<file path="src/rtl/mult_pipe_pkg.sv">
// Shared types for the pipelined RV32M multiply unit: function codes,
// stage packet layout at default widths, and operand-signedness helpers.
package mult_pipe_pkg;

  localparam int XLEN_DEF        = 32;
  localparam int TAG_W_DEF       = 6;
  localparam int ROB_W_DEF       = 5;
  localparam int NUM_MULT_STAGES = 4;

  typedef enum logic [1:0] {
    MUL    = 2'd0,
    MULH   = 2'd1,
    MULHSU = 2'd2,
    MULHU  = 2'd3
  } mult_func_e;

  typedef struct packed {
    logic                    valid;
    mult_func_e              func;
    logic [2*XLEN_DEF-1:0]   mcand;
    logic [2*XLEN_DEF-1:0]   mplier;
    logic [2*XLEN_DEF-1:0]   acc;
    logic [TAG_W_DEF-1:0]    tag;
    logic [ROB_W_DEF-1:0]    rob_idx;
  } mult_stage_packet_t;

  function automatic logic opa_is_signed(input mult_func_e f);
    return f != MULHU;
  endfunction

  function automatic logic opb_is_signed(input mult_func_e f);
    return (f == MUL) || (f == MULH);
  endfunction

endpackage

</file>
<file path="src/rtl/mult_pipe_if.sv">
// Issue-side and complete-side handshake bundle of the multiply unit.
interface mult_pipe_if
  import mult_pipe_pkg::*;
#(
  parameter int XLEN  = 32,
  parameter int TAG_W = 6,
  parameter int ROB_W = 5
);
  logic             flush;
  logic             in_valid;
  logic             in_ready;
  mult_func_e       in_func;
  logic [XLEN-1:0]  in_opa;
  logic [XLEN-1:0]  in_opb;
  logic [TAG_W-1:0] in_tag;
  logic [ROB_W-1:0] in_rob_idx;
  logic             out_valid;
  logic             out_ready;
  logic [XLEN-1:0]  out_result;
  logic [TAG_W-1:0] out_tag;
  logic [ROB_W-1:0] out_rob_idx;
  logic             busy;

  modport slave (
    input  flush, in_valid, in_func, in_opa, in_opb, in_tag, in_rob_idx, out_ready,
    output in_ready, out_valid, out_result, out_tag, out_rob_idx, busy
  );

  modport master (
    output flush, in_valid, in_func, in_opa, in_opb, in_tag, in_rob_idx, out_ready,
    input  in_ready, out_valid, out_result, out_tag, out_rob_idx, busy
  );
endinterface

</file>
<file path="src/rtl/mult_pipe_stage.sv">
// One partial-product step: acc_out = acc_in + (mcand << SHIFT) * chunk,
// all arithmetic modulo 2^W with the chunk treated as unsigned.
module mult_pipe_stage #(
  parameter int W     = 64,
  parameter int C     = 16,
  parameter int SHIFT = 0
) (
  input  logic signed [W-1:0] mcand,
  input  logic        [C-1:0] chunk,
  input  logic signed [W-1:0] acc_in,
  output logic signed [W-1:0] acc_out
);
  logic signed [W-1:0] shifted;
  logic signed [W-1:0] chunk_ext;

  assign shifted   = mcand <<< SHIFT;
  assign chunk_ext = $signed(W'(chunk));
  assign acc_out   = acc_in + shifted * chunk_ext;
endmodule

</file>
<file path="src/rtl/mult_pipe.sv">
// Pipelined RV32M multiply unit: NUM_STAGES partial-product steps behind a
// bubble-collapsing valid/ready pipeline with flush on mispredict.
module mult_pipe
  import mult_pipe_pkg::*;
#(
  parameter int XLEN       = 32,
  parameter int NUM_STAGES = NUM_MULT_STAGES,
  parameter int TAG_W      = 6,
  parameter int ROB_W      = 5
) (
  input logic        clock,
  input logic        reset,
  mult_pipe_if.slave bus
);
  localparam int W    = 2 * XLEN;
  localparam int C    = W / NUM_STAGES;
  localparam int LAST = NUM_STAGES - 1;

  function automatic logic signed [W-1:0] extend(input logic [XLEN-1:0] v, input logic sgn);
    return $signed({{XLEN{sgn & v[XLEN-1]}}, v});
  endfunction

  function automatic logic [XLEN-1:0] select_result(input mult_func_e f,
                                                    input logic signed [W-1:0] acc);
    return (f == MUL) ? acc[XLEN-1:0] : acc[W-1:XLEN];
  endfunction

  logic [NUM_STAGES-1:0]          vld_p;
  mult_func_e                     func_p   [NUM_STAGES];
  logic signed [W-1:0]            mcand_p  [NUM_STAGES];
  logic        [W-1:0]            mplier_p [NUM_STAGES];
  logic signed [W-1:0]            acc_p    [NUM_STAGES];
  logic [TAG_W-1:0]               tag_p    [NUM_STAGES];
  logic [ROB_W-1:0]               rob_p    [NUM_STAGES];

  logic [NUM_STAGES-1:0]          adv;
  logic [NUM_STAGES-1:0]          vld_in;
  mult_func_e                     func_in  [NUM_STAGES];
  logic signed [W-1:0]            mcand_in [NUM_STAGES];
  logic        [W-1:0]            mpl_in   [NUM_STAGES];
  logic signed [W-1:0]            acc_in   [NUM_STAGES];
  logic [TAG_W-1:0]               tag_in   [NUM_STAGES];
  logic [ROB_W-1:0]               rob_in   [NUM_STAGES];
  logic [NUM_STAGES-1:0][W-1:0]   acc_sum;

  // A stage may move when it is empty or its successor is moving.
  always_comb begin
    adv       = '0;
    adv[LAST] = !vld_p[LAST] || bus.out_ready;
    for (int k = NUM_STAGES - 2; k >= 0; k--) begin
      adv[k] = !vld_p[k] || adv[k+1];
    end
  end

  assign bus.in_ready = adv[0] && !bus.flush;

  // The multiplier is shifted right by C as it moves, so each stage
  // always consumes the low C bits of what it receives.
  always_comb begin
    vld_in[0]   = bus.in_valid && bus.in_ready;
    func_in[0]  = bus.in_func;
    mcand_in[0] = extend(bus.in_opa, opa_is_signed(bus.in_func));
    mpl_in[0]   = extend(bus.in_opb, opb_is_signed(bus.in_func));
    acc_in[0]   = '0;
    tag_in[0]   = bus.in_tag;
    rob_in[0]   = bus.in_rob_idx;
    for (int k = 1; k < NUM_STAGES; k++) begin
      vld_in[k]   = vld_p[k-1];
      func_in[k]  = func_p[k-1];
      mcand_in[k] = mcand_p[k-1];
      mpl_in[k]   = mplier_p[k-1];
      acc_in[k]   = acc_p[k-1];
      tag_in[k]   = tag_p[k-1];
      rob_in[k]   = rob_p[k-1];
    end
  end

  for (genvar k = 0; k < NUM_STAGES; k++) begin : g_stage
    mult_pipe_stage #(
      .W     (W),
      .C     (C),
      .SHIFT (k * C)
    ) u_stage (
      .mcand   (mcand_in[k]),
      .chunk   (mpl_in[k][C-1:0]),
      .acc_in  (acc_in[k]),
      .acc_out (acc_sum[k])
    );
  end

  // Stage boundary registers p0 .. p(NUM_STAGES-1)
  always_ff @(posedge clock) begin
    if (!reset) begin
      vld_p <= '0;
      for (int k = 0; k < NUM_STAGES; k++) begin
        func_p[k]   <= MUL;
        mcand_p[k]  <= '0;
        mplier_p[k] <= '0;
        acc_p[k]    <= '0;
        tag_p[k]    <= '0;
        rob_p[k]    <= '0;
      end
    end else begin
      for (int k = 0; k < NUM_STAGES; k++) begin
        if (bus.flush) begin
          vld_p[k] <= 1'b0;
        end else if (adv[k]) begin
          vld_p[k] <= vld_in[k];
        end
        if (adv[k] && vld_in[k] && !bus.flush) begin
          func_p[k]   <= func_in[k];
          mcand_p[k]  <= mcand_in[k];
          mplier_p[k] <= mpl_in[k] >> C;
          acc_p[k]    <= acc_sum[k];
          tag_p[k]    <= tag_in[k];
          rob_p[k]    <= rob_in[k];
        end
      end
    end
  end

  assign bus.out_valid   = vld_p[LAST];
  assign bus.out_result  = select_result(func_p[LAST], acc_p[LAST]);
  assign bus.out_tag     = tag_p[LAST];
  assign bus.out_rob_idx = rob_p[LAST];
  assign bus.busy        = |vld_p;
endmodule

</file>
<file path="src/flat_wrapper.sv">
// flat-port wrapper written by rule: the top's interface ports become plain ports
module mult_pipe_flat import mult_pipe_pkg::*;
#(
  parameter int XLEN       = 32,
  parameter int NUM_STAGES = NUM_MULT_STAGES,
  parameter int TAG_W      = 6,
  parameter int ROB_W      = 5
)
  (clock, reset, bus_flush, bus_in_valid, bus_in_func, bus_in_opa, bus_in_opb, bus_in_tag, bus_in_rob_idx, bus_out_ready, bus_in_ready, bus_out_valid, bus_out_result, bus_out_tag, bus_out_rob_idx, bus_busy);
  mult_pipe_if #(.XLEN(XLEN), .TAG_W(TAG_W), .ROB_W(ROB_W)) bus_i ();
  input logic clock;
  input logic reset;
  input wire logic [$bits(bus_i.flush)-1:0] bus_flush;
  input wire logic [$bits(bus_i.in_valid)-1:0] bus_in_valid;
  input wire logic [$bits(bus_i.in_func)-1:0] bus_in_func;
  input wire logic [$bits(bus_i.in_opa)-1:0] bus_in_opa;
  input wire logic [$bits(bus_i.in_opb)-1:0] bus_in_opb;
  input wire logic [$bits(bus_i.in_tag)-1:0] bus_in_tag;
  input wire logic [$bits(bus_i.in_rob_idx)-1:0] bus_in_rob_idx;
  input wire logic [$bits(bus_i.out_ready)-1:0] bus_out_ready;
  output wire logic [$bits(bus_i.in_ready)-1:0] bus_in_ready;
  output wire logic [$bits(bus_i.out_valid)-1:0] bus_out_valid;
  output wire logic [$bits(bus_i.out_result)-1:0] bus_out_result;
  output wire logic [$bits(bus_i.out_tag)-1:0] bus_out_tag;
  output wire logic [$bits(bus_i.out_rob_idx)-1:0] bus_out_rob_idx;
  output wire logic [$bits(bus_i.busy)-1:0] bus_busy;
  assign bus_i.flush = bus_flush;
  assign bus_i.in_valid = bus_in_valid;
  assign bus_i.in_func = bus_in_func;
  assign bus_i.in_opa = bus_in_opa;
  assign bus_i.in_opb = bus_in_opb;
  assign bus_i.in_tag = bus_in_tag;
  assign bus_i.in_rob_idx = bus_in_rob_idx;
  assign bus_i.out_ready = bus_out_ready;
  assign bus_in_ready = bus_i.in_ready;
  assign bus_out_valid = bus_i.out_valid;
  assign bus_out_result = bus_i.out_result;
  assign bus_out_tag = bus_i.out_tag;
  assign bus_out_rob_idx = bus_i.out_rob_idx;
  assign bus_busy = bus_i.busy;
  mult_pipe #(.XLEN(XLEN), .NUM_STAGES(NUM_STAGES), .TAG_W(TAG_W), .ROB_W(ROB_W)) u_core (.clock(clock), .reset(reset), .bus(bus_i));
endmodule
</file>
<file path="config.mk">
export PLATFORM = sky130hd
export DESIGN_NAME = mult_pipe_flat
export DESIGN_NICKNAME = d
export VERILOG_FILES = /design/src/rtl/mult_pipe_pkg.sv /design/src/rtl/mult_pipe_if.sv /design/src/rtl/mult_pipe_stage.sv /design/src/rtl/mult_pipe.sv /design/src/flat_wrapper.sv
export SDC_FILE = /design/constraint.sdc
export NUM_CORES = 2
export LEC_CHECK = 0
export BUFFER_PORTS_ARGS = -buffer_cell sky130_fd_sc_hd__buf_2
export CORE_UTILIZATION = 41
export CTS_CLUSTER_DIAMETER = 50
export DETAILED_ROUTE_END_ITERATION = 8
export PLACE_DENSITY_LB_ADDON = 0.05
export SLEW_MARGIN = 20
export SYNTH_ARGS = -nofsm -noshare
export SYNTH_HDL_FRONTEND = slang
export SYNTH_SLANG_ARGS = --single-unit
export TNS_END_PERCENT = 10
</file>
<file path="constraint.sdc">
create_clock -name clock -period 29 [get_ports clock]
set_clock_uncertainty 0.05 [all_clocks]
set_input_delay 1.45 -clock clock [delete_from_list [all_inputs] [get_ports clock]]
set_output_delay 1.45 -clock clock [all_outputs]
set_load 0.01 [all_outputs]
</file>
Word-level counts from Yosys, hierarchy flattened

Memories as Yosys holds them, arrays and structs flattened.
Cells that the tools add are included.

Bits in registers: 4
Bits in writable memories: 756
Input port bits: 82
Memories: 6

Memory list:

| memory          | depth | width | rd ports | clocked after Yosys merged registers in | write ports | line            | text |
|---|---|---|---|---|---|---|---|
| u_core.acc_p    | 4     | 64    | 4        | 0                                       | 4           | mult_pipe.sv:32 | `logic signed [W-1:0] acc_p [NUM_STAGES];` |
| u_core.mcand_p  | 4     | 64    | 3        | 0                                       | 4           | mult_pipe.sv:30 | `logic signed [W-1:0] mcand_p [NUM_STAGES];` |
| u_core.mplier_p | 4     | 48    | 3        | 0                                       | 4           | mult_pipe.sv:31 | `logic [W-1:0] mplier_p [NUM_STAGES];` |
| u_core.tag_p    | 4     | 6     | 4        | 0                                       | 4           | mult_pipe.sv:33 | `logic [TAG_W-1:0] tag_p [NUM_STAGES];` |
| u_core.rob_p    | 4     | 5     | 4        | 0                                       | 4           | mult_pipe.sv:34 | `logic [ROB_W-1:0] rob_p [NUM_STAGES];` |
| u_core.func_p   | 4     | 2     | 4        | 0                                       | 4           | mult_pipe.sv:29 | `mult_func_e func_p [NUM_STAGES];` |

Add/sub/neg operators: 3
Multipliers: 4
Equal/unequal tests: 2
Muxes and demuxes: 38
Bitwise gates (word level): 27
Reductions and logical operators: 24

Operators with widths:

| cell                                                             | number |
|---|---|
| 64-bit two-way mux                                               | 8 |
| 64-bit adder                                                     | 3 |
| 48-bit two-way mux                                               | 4 |
| 33-bit by 17-bit multiplier with 50-bit output                   | 1 |
| 48-bit by 17-bit multiplier with 48-bit output                   | 1 |
| 32-bit by 17-bit multiplier with 32-bit output                   | 1 |
| 32-bit two-way mux                                               | 1 |
| 6-bit two-way mux                                                | 4 |
| 1-bit OR                                                         | 24 |
| 5-bit two-way mux                                                | 4 |
| 16-bit by 17-bit multiplier with 16-bit output                   | 1 |
| 1-bit two-way mux                                                | 13 |
| 1-bit logical AND                                                | 10 |
| 2-bit two-way mux                                                | 4 |
| 1-bit logical NOT                                                | 5 |
| 1-bit logical OR                                                 | 5 |
| 2-bit logical NOT                                                | 2 |
| 4-bit OR reduction                                               | 1 |
| 1-bit AND                                                        | 2 |
| 2-bit by 1-bit == test with 1-bit output (second input constant) | 1 |
| 2-bit inequality test (second input constant)                    | 1 |
| 2-bit OR reduction                                               | 1 |
| 1-bit NOT                                                        | 1 |

Longest topological paths before layout

Depth in word-level cells: 13
Mapped depth: 36
Gate-level depth less buffers: 34

By module

Synthesis repeated with hierarchy kept, for this count alone.

Cells, all modules: 9811
Area total of the unflattened synthesis: 89892.5 um^2

Modules (own cells, without submodules):

| module                                       | instances | cells an instance | area an instance (um^2) | seq. area each (um^2) |
|---|---|---|---|---|
| mult_pipe_stage at u_core.g_stage[0].u_stage | 1         | 3502              | 29836.1                 | 0.0 |
| mult_pipe_stage at u_core.g_stage[1].u_stage | 1         | 2734              | 22524.1                 | 0.0 |
| mult_pipe                                    | 1         | 1297              | 18738.0                 | 12872.3 |
| mult_pipe_stage at u_core.g_stage[2].u_stage | 1         | 1658              | 13646.8                 | 0.0 |
| mult_pipe_stage at u_core.g_stage[3].u_stage | 1         | 620               | 5147.4                  | 0.0 |

Worst setup path before layout

OpenSTA, ideal clock, no wires.

Path type: input -> register
Start point: input port bus_out_ready
End point: memory u_core.acc_p[1][0], enable pin
Library setup time: 0.731 ns
Data arrival time: 9.534 ns
Data required time: 28.219 ns
Path slack: 18.686 ns
Stages on the path: 5
Cells stage by stage: nor2b_1 and2_1 nand2_1 nand2_1 o21ai_0

RTL lines:

| item               | line               | text |
|---|---|---|
| start: declaration | flat_wrapper.sv:20 | `input wire logic [$bits(bus_i.out_ready)-1:0] bus_out_ready;` |
| end: declaration   | mult_pipe.sv:32    |  |

==> impl_summary.md <==
Layout
Compared with the post-synthesis result, the final layout area differs by 7.05%. Cells with a size suffix above 1 make up around 4.8% of the layout. In the layout the commonest cells are sky130_fd_sc_hd__inv_1, sky130_fd_sc_hd__fa_1, sky130_fd_sc_hd__nand2_1.

The area of combinational cells with multiple inputs is 0.0471 sq mm. The number of fill cells is approximately 16000. Leaving out fill and tap cells, the most frequent cell in the layout is sky130_fd_sc_hd__inv_1.

The area occupied by registers is approximately 0.012 sq mm. For this run, the post-layout net count is between 8000 and 9000.

STA
The share of the clock period used by the worst path after layout is 32.8%. The worst slew margin relative to its limit is between 20% and 30%. Setup repair after global routing left no endpoint under its margin. The final critical path time including I/O delays and setup is ~9500 ps. The count of pins over their slew limit is 0. Static timing analysis puts the maximum clock frequency at between 100 and 150 MHz.

The total negative slack is 0 ps. Setup violations remaining at the end of the flow were counted as 0. At the pin with the least slew margin, the transition time is around 1100 ps.

The final count of hold timing violations came to 0.

Clock tree
The clock insertion delay at the later pin of the skew report is just under 700 ps. Once the clock tree was built, the resizer swapped 0 gates to a different size. The number of clock buffers added by TritonCTS is 54. Hold repair after CTS inserted 0 buffers. TritonCTS built the clock tree.

In this run the number of H-tree levels came out at 2. The deepest clock path buffer count is 3. Clock tree synthesis found a total of 398 sinks. The cell sitting at the root of the clock tree is a sky130_fd_sc_hd__clkbuf_16. Post-CTS timing repair inserted 0 buffers for setup. After clock tree synthesis, the clock-pin slew on the worst setup and hold paths is 60 ps.

Synth
The post-synthesis average cell area is between 9 and 10 sq um. The distinct cell type count of the synthesized netlist is 76. The flip-flop and latch count after synthesis is 398. The post-synthesis sequential area ratio is around 18%. For this run, the number of Yosys warnings is 0. The synthesized netlist occupies a cell area of approximately 0.066 sq mm.

The number of nets handed over by synthesis was approximately 8500. The most frequently used flop master after synthesis is sky130_fd_sc_hd__edfxtp_1. The post-synthesis async set-or-reset flop share is 0%. Synthesis produced approximately 6700 cells. In this run, synthesis inferred 394 flip-flops with an integrated enable.

Critical path
By instance count, the cell type seen most on the critical path is sky130_fd_sc_hd__fa_1. The data arrival time at the worst-slack endpoint is about 10000 ps. STA classifies the critical path startpoint as a flip-flop.

STA classifies the critical path endpoint as a flip-flop. The slowest stage cell on the critical path is sky130_fd_sc_hd__edfxtp_1. In this run the worst setup path begins at u_core.mcand_p[0][7]. For the worst flop-to-flop path, the logic depth is 31. The startpoint-to-endpoint class of the critical path is flip-flop to flip-flop.

The largest stage delay on the critical path is 920 ps. The buffers plus inverters on the worst setup path is 3. The required time reported for the critical path endpoint is about 29000 ps. Along the worst path, the maximum fanout reaches 17. The reg-to-reg startpoint is u_core.mcand_p[0][7]. On the critical path the largest part of the delay comes from adder cells.

The critical path depth is 31.

Route
The pre-antenna-repair detailed-routing pass consisted of 5 iterations. In the routed design, unresolved DRC markers number 0. The number of DRC markers in iteration 0 is roughly 2000. The average wire length per cell after detail routing is 20.1 microns. Dividing the detail-routed via count by the number of cells gives 4.94. The routed layout has roughly 43000 vias. The post-detailed-routing wire length is 176000 microns. Once detail routing completed, the nets flagged for antenna violations numbered 0.

Floorplan
The full die area is around 0.16 sq mm. From bottom edge to top edge, the die measures about 400 microns. The initial cell density of the core is between 40% and 50%. The width of the die is about 400 microns.

Row generation in the floorplan step produced approximately 150 rows. The core area is between 0.15 and 0.2 sq mm. In this run the count of I/O pins placed on the die edge is between 100 and 150.

GRT
The pin count of the biggest net entering global routing is 76. The number of antenna violations at the first check in global routing was 3. The first global-routing pass estimated around 280000 microns of wire. The number of global-route vias before repair is roughly 48000. After global routing the overflow that remains totals 0. Global routing used a little under a quarter of the available tracks across all layers.

Worst hold path
Along the worst hold path, the cell count comes to 1. In this run the worst hold path is classified as flip-flop to flip-flop. The source of the worst hold timing path is u_core.acc_p[1][12].

Placement
The number of port buffers is roughly 130. Detailed placement ended at an HPWL of 142000 microns. The final weighted congestion in routability-driven placement is about 0.87.

Job
Max-cap violations in this run came to 0.

Run status
The flow ran to the end, and the final reports show no timing, DRC or antenna violations.
cell usage after synthesis (all sizes together), types with 4 or more instances:
cell	number	area, sq um
and2	695	4350
or3	10	62.6
o211ai	10	80.1
xnor2	169	1480
nand3	39	195
a311oi	7	67.6
o221ai	4	35.0
and3	25	156
a21boi	4	30.0
nor4	5	31.3
mux2	32	360
nor2b	27	169
and4	6	52.6
nand2	784	2940
a211oi	21	163
o21ai	102	510
dfxtp	4	80.1
xor2	85	744
nor3	39	195
nand2b	19	119
clkbuf	225	845
nand4	18	113
a311o	4	40.0
edfxtp	394	11800
a21o	92	694
ha	451	5640
a41oi	7	68.8
a221oi	4	47.6
o21a	25	188
nor2	234	878
a31oi	14	87.6
o31ai	10	93.8
fa	1280	25600
o31a	4	35.0
a211o	5	43.8
inv	1545	5800
a31o	8	78.8
o2111ai	4	35.0
nor3b	6	45.0
o21bai	26	195
a21oi	191	956
worst register-to-register path: cells and delay by family, from the launching register on:
family / cells / cell delay [ps]
adders and majority gates: 8 / 3610
buffers and inverters: 3 / 160
DFF: 1 / 920
AOI/OAI and AO/OA: 11 / 2440
and+or+nand+nor: 7 / 1850
xor gates and xnor gates: 2 / 310
cells by family after synthesis:
kind of cell | share of synthesized area [%]
fa+ha+maj | 47.7
xor+xnor | 3.43
compound gates | 5.74
buf+inv | 10.1
simple gates | 14.3
mux | 0.580
flops | 18.2
routing by layer:
metal	vias up	wire length, microns	global-route usage, %
met5	-	0	0
met2	657	85600	38.5
met1	22400	82100	31.7
li1	20200	-	-
met4	0	2960	3.94
met3	140	5690	1.93
registers in the layout (all words and copies together) (netlist names):
register         flops
u_core.acc_p       242
u_core.func_p        8
u_core.mcand_p      81
u_core.mplier_p     19
u_core.rob_p        20
u_core.tag_p        24
u_core.vld_p         4
area by class of cell:
cell class	instances	area share (%)
Timing Repair Buffer	165	1.34
Inverter	1545	8.26
Clock buffer	60	1.96
Multi-Input combinational cell	4509	67.1
Tap cell	2072	3.69
Antenna cell	2	0.00713
Clock inverter	39	0.675
Sequential cell	398	17.0
metrics by stage:
step | cell area [sq um] | hold slack (ps) | instances | utilization [%] | setup slack, ps
floorplan | 65600 | 447 | 6677 | - | 18690
global placement | 68300 | 448 | 8688 | 43.1 | 19550
detailed placement | 68300 | 453 | 8688 | 43.1 | 19500
CTS | 70200 | 436 | 8787 | 44.3 | 19440
global route | 70200 | 464 | 8788 | 44.3 | 18980
finish | 70200 | 429 | 8790 | 44.3 | 19480
final timing paths:
path | end | slack [ps]
worst max register to register | u_core.acc_p[1][63] | 19480
worst max-delay path | u_core.acc_p[1][63] | 19480
worst min-delay path | u_core.acc_p[2][12] | 430
worst min register to register | u_core.acc_p[2][12] | 430
Power is left out: the tool's default activity adds up to more than one toggle a clock period on the data nets, which glitch-free logic cannot reach.
